## config.mk

```make
export PLATFORM = sky130hd
export DESIGN_NAME = reg_wb_queue
export DESIGN_NICKNAME = d
export VERILOG_FILES = /design/src/rtl/reg_wb_queue.sv
export SDC_FILE = /design/constraint.sdc
export NUM_CORES = 1
export LEC_CHECK = 0
export ABC_CLOCK_PERIOD_IN_PS = 4500
export CORE_UTILIZATION = 55
export DETAILED_ROUTE_END_ITERATION = 10
export GPL_ROUTABILITY_DRIVEN = 0
export PLACE_DENSITY = 0.88
export SYNTH_ARGS = -nofsm -noshare
export SYNTH_HDL_FRONTEND = slang
export SYNTH_SLANG_ARGS = --single-unit
```

## constraint.sdc

```tcl
create_clock -name clk -period 4.5 [get_ports clk]
set_input_delay 0.675 -clock clk [delete_from_list [all_inputs] [get_ports clk]]
set_output_delay 0.675 -clock clk [all_outputs]
set_load 0.005 [all_outputs]
```

## src/rtl/reg_wb_queue.sv

```systemverilog
// reg_wb_queue
//   In-order write-back queue in front of the register file write port.
//   Results arrive from the ALU path and the load path over valid/ready
//   handshakes. They are buffered in a small circular FIFO and drained one
//   write per cycle unless wb_hold is high. Writes to x0 are accepted but
//   dropped. A bypass lookup returns the youngest pending value for a register.
//
// Ports
//   clk, rst              : clock; asynchronous active-high reset
//   alu_valid/ready/rd/data : ALU result handshake
//   mem_valid/ready/rd/data : load result handshake (higher priority)
//   wb_hold               : register file port busy, no dequeue
//   wr_addr/wr_data       : head entry (0 when empty)
//   write_back_en         : register file write strobe (pop this cycle)
//   byp_addr              : bypass lookup register index
//   byp_hit/byp_data      : youngest pending match (0 on miss or x0)
//   q_count               : occupied entries
module reg_wb_queue #(
    parameter int reg_addr_width = 5,
    parameter int reg_data_width = 32,
    parameter int q_depth        = 4
) (
    input  logic                          clk,
    input  logic                          rst,
    input  logic                          alu_valid,
    output logic                          alu_ready,
    input  logic [reg_addr_width-1:0]     alu_rd,
    input  logic [reg_data_width-1:0]     alu_data,
    input  logic                          mem_valid,
    output logic                          mem_ready,
    input  logic [reg_addr_width-1:0]     mem_rd,
    input  logic [reg_data_width-1:0]     mem_data,
    input  logic                          wb_hold,
    output logic [reg_addr_width-1:0]     wr_addr,
    output logic [reg_data_width-1:0]     wr_data,
    output logic                          write_back_en,
    input  logic [reg_addr_width-1:0]     byp_addr,
    output logic                          byp_hit,
    output logic [reg_data_width-1:0]     byp_data,
    output logic [$clog2(q_depth):0]      q_count
);

    localparam int PW = $clog2(q_depth);
    localparam int CW = PW + 1;

    logic [reg_addr_width-1:0] rd_mem   [q_depth];
    logic [reg_data_width-1:0] data_mem [q_depth];

    logic [PW-1:0] rd_ptr;
    logic [PW-1:0] wr_ptr;
    logic [CW-1:0] count;

    logic                      full;
    logic                      empty;
    logic                      mem_acc;
    logic                      alu_acc;
    logic                      push;
    logic                      pop;
    logic [reg_addr_width-1:0] sel_rd;
    logic [reg_data_width-1:0] sel_data;
    logic [PW-1:0]             byp_idx;

    assign full  = (count == CW'(q_depth));
    assign empty = (count == '0);

    // Readies look only at full: a pop in the same cycle does not reopen them.
    assign mem_ready = !full && !rst;
    assign alu_ready = !full && !mem_valid && !rst;

    assign mem_acc = mem_valid && mem_ready;
    assign alu_acc = alu_valid && alu_ready;

    always_comb begin
        sel_rd   = '0;
        sel_data = '0;
        if (mem_acc) begin
            sel_rd   = mem_rd;
            sel_data = mem_data;
        end else if (alu_acc) begin
            sel_rd   = alu_rd;
            sel_data = alu_data;
        end
    end

    // x0 results complete their handshake but never occupy an entry.
    assign push = (mem_acc || alu_acc) && (sel_rd != '0);
    assign pop  = !empty && !wb_hold;

    assign write_back_en = pop;
    assign wr_addr       = empty ? '0 : rd_mem[rd_ptr];
    assign wr_data       = empty ? '0 : data_mem[rd_ptr];
    assign q_count       = count;

    always_ff @(posedge clk or posedge rst) begin
        if (rst) begin
            rd_ptr <= '0;
            wr_ptr <= '0;
            count  <= '0;
        end else begin
            if (push) begin
                wr_ptr <= wr_ptr + PW'(1);
            end
            if (pop) begin
                rd_ptr <= rd_ptr + PW'(1);
            end
            unique case ({push, pop})
                2'b10:   count <= count + CW'(1);
                2'b01:   count <= count - CW'(1);
                default: count <= count;
            endcase
        end
    end

    // Entry payload needs no reset: validity is carried by the pointers/count.
    always_ff @(posedge clk) begin
        if (push) begin
            rd_mem[wr_ptr]   <= sel_rd;
            data_mem[wr_ptr] <= sel_data;
        end
    end

    // Walk entries oldest to youngest so the last match seen is the youngest.
    always_comb begin
        byp_hit  = 1'b0;
        byp_data = '0;
        byp_idx  = '0;
        for (int unsigned k = 0; k < int'(q_depth); k++) begin
            byp_idx = rd_ptr + PW'(k);
            if ((CW'(k) < count) && (byp_addr != '0) && (rd_mem[byp_idx] == byp_addr)) begin
                byp_hit  = 1'b1;
                byp_data = data_mem[byp_idx];
            end
        end
    end

endmodule
```

==> results_dict.tcl <==
set metrics [dict create \
    status "finished, violations left" \
    violations "negative setup slack" \
    dp_slack_ns 0.131 \
    hold_path_class "in2async" \
    synth-seq-cells 155 \
    numPortBuffers 159 \
    die_area_um2 19500 \
    drv_slew 0 \
    drcViolationCount 0 \
    synth-seq-area-share 0.443 \
    wl_met1_mm 11.5 \
    avgSynthCellArea_um2 11.1 \
    antenna_found_initial 0 \
    start_util 0.560 \
    wl_met2_mm 14.4 \
    cts_buffers 17 \
    cts_max_path_buffers 2 \
    period_share 1.00 \
    h-tree-depth 4 \
    cp.arrival_ns 3.85 \
    min_period_ns 4.52 \
    irDropWorstVdd_mv 0.404 \
    die_h_um 140 \
    drtAntennaViolNets 0 \
    cts_tree "yes" \
    criticalPathCategory "reg2out" \
    yosys_warnings 0 \
    place_area_um2 12300 \
    timing.hold.ws_ns 0.520 \
    slowest_delay_ns 0.58 \
    hold_viol 0 \
    overflow 0 \
    synth.distinct_cells 43 \
    crit_chain "mux4_2 -> xnor2_1 -> o211a_1 -> o211a_2 -> buf_6 -> o311ai_0 -> buf_4 -> a32oi_1 -> clkdlybuf4s50_1" \
    setup-tns-final_ns -0.0224 \
    max_freq_ghz 0.221 \
    fin_cells 1310 \
    top_layer "met4" \
    num_vias 9073 \
    wl_per_cell_um 23.1 \
    insertion_delay_ns 0.43 \
    drive_above_1_share 0.202 \
    utilization 0.701 \
    synth_area_um2 10400 \
    clkTransAtPathRegs_ns 0.07 \
    cts-root-buf "clkbuf_16" \
    postCtsHoldBufs 0 \
    power.total_mw 9.34 \
    max-cap-violations 0 \
    p_leak_nw 4.46 \
    synth_nets 1029 \
    cts_sinks 155 \
    max_slew.worst_pin.slew_ns 0.983 \
    grt_max_degree 74 \
    synthToLayoutAreaGrowth_pct 25.4 \
    drt_first_pass_iters 7 \
    final_common_cell "clkdlybuf4s50_1" \
    die_w_um 140 \
    dp_cells 1262 \
    relSlewSlack 0.344 \
    grt_first_pass_wirelength_mm 46.5 \
    routed_wl_mm 30.2 \
    place.detailed.hpwl_mm 18.2 \
    design_area_um2 13100 \
    final.setup_skew_ns 0.00958 \
    num-nets-final 1156 \
    setup_viol_count_final 1 \
    pin_count 160 \
    startpoint_type "flip-flop" \
    via_per_inst 6.93 \
    antenna_cells 0 \
    rows 50 \
    critPathCaptureType "primary output" \
    grt_pass1_vias 8832 \
    p_per_area_nw_per_um2 714 \
    crit_slowest_cell "dfrtp_4" \
    final_cell_mix "clkdlybuf4s50_1 (159), edfxtp_1 (148), mux2_2 (97)" \
    track_usage 0.305 \
    setup_ws_ns -0.0224 \
    crit_fanout 26 \
    drtIter0Drc 1172 \
    wl_met3_mm 3.15 \
    core_region_area_um2 18600 \
    cp.required_ns 3.83 \
    syn_inst 936 \
]
worst paths after layout:
check / end / slack (ns) / start / cells past startpoint
min: wr_ptr[0] / 0.52 / rst / 2
max reg2reg: data_mem[1][25] / 0.92 / q_count[0] / 10
max: byp_data[31] / -0.02 / rd_ptr[1] / 9
min in group clk: wr_ptr[1] / 0.58 / wr_ptr[1] / 1
max in group asynchronous: rd_ptr[1] / 3.72 / rst / 2
min reg2reg: wr_ptr[1] / 0.58 / wr_ptr[1] / 1
logic make-up after synthesis:
family,after synthesis,synth area share
simple gates,233,0.119
mux,157,0.179
compound gates,242,0.174
flops,155,0.443
buf+inv,115,0.0531
fa+ha+maj,9,0.0108
xor+xnor,25,0.0210
cells in the mapped netlist, drive strengths merged:
master	count	area [µm²]
a211o	1	8.76
a21o	1	7.51
a21oi	5	25.0
a22o	37	324
a31oi	32	200
a32oi	32	280
and2	3	21.3
buf	41	277
clkbuf	65	244
dfrtp	7	175
edfxtp	148	4440
ha	9	113
inv	9	33.8
mux2	98	1100
mux2i	45	450
mux4	14	315
nand2	69	259
nand3	1	5.00
nand3b	31	233
nand4	2	12.5
nor2	39	151
nor2b	14	87.6
nor3	37	185
nor3b	2	25.0
nor4	1	6.26
o2111ai	1	8.76
o211a	2	20.0
o211ai	34	255
o21ai	32	160
o311ai	33	289
o31ai	32	240
or2	2	12.5
or4	32	240
xnor2	23	201
xor2	2	17.5
report_power, final:
| part | switching [mW] | internal, mW | total, mW |
|---|---|---|---|
| Clock | 0.568 | 1.07 | 1.64 |
| Sequential | 0.256 | 2.08 | 2.34 |
| Combinational | 2.89 | 2.48 | 5.36 |
| Total | 3.71 | 5.63 | 9.34 |
final cells by class:
class | instances | area, µm²
clock buffers | 20 | 457
clock inverters | 12 | 219
fillers | 1255 | 5570
inverters | 9 | 33.8
multi-input cells | 666 | 5350
flip-flops and latches | 155 | 4630
well taps | 234 | 293
repair buffers | 214 | 2090
critical path, delay by kind of cell, from the launching register on:
family | cells | cell delay (ns)
buffers and inverters | 3 | 1.02
AO/OA/AOI/OAI | 4 | 0.96
flip-flops | 1 | 0.58
multiplexers | 1 | 0.55
XOR/XNOR | 1 | 0.28
repair_timing:
item | 4_1_cts | 5_1_grt
setup buffers | 4 | 12
hold endpoints to repair | 0 | 0
pin swaps | 1 | 1
resized for setup | 0 | 3
setup endpoints to repair | 8 | 23
layer usage:
metal	track usage	up-vias
li1	-	3992
met1	0.386	4303
met2	0.503	654
met3	0.0616	124
met5	0	-
met4	0.147	0
state kept, by name (all words and copies together) (netlist names):
register and count:
data_mem 128, q_count 3, rd_mem 20, rd_ptr 2, wr_ptr 2
No activity file was read; power rests on OpenSTA's default activity.
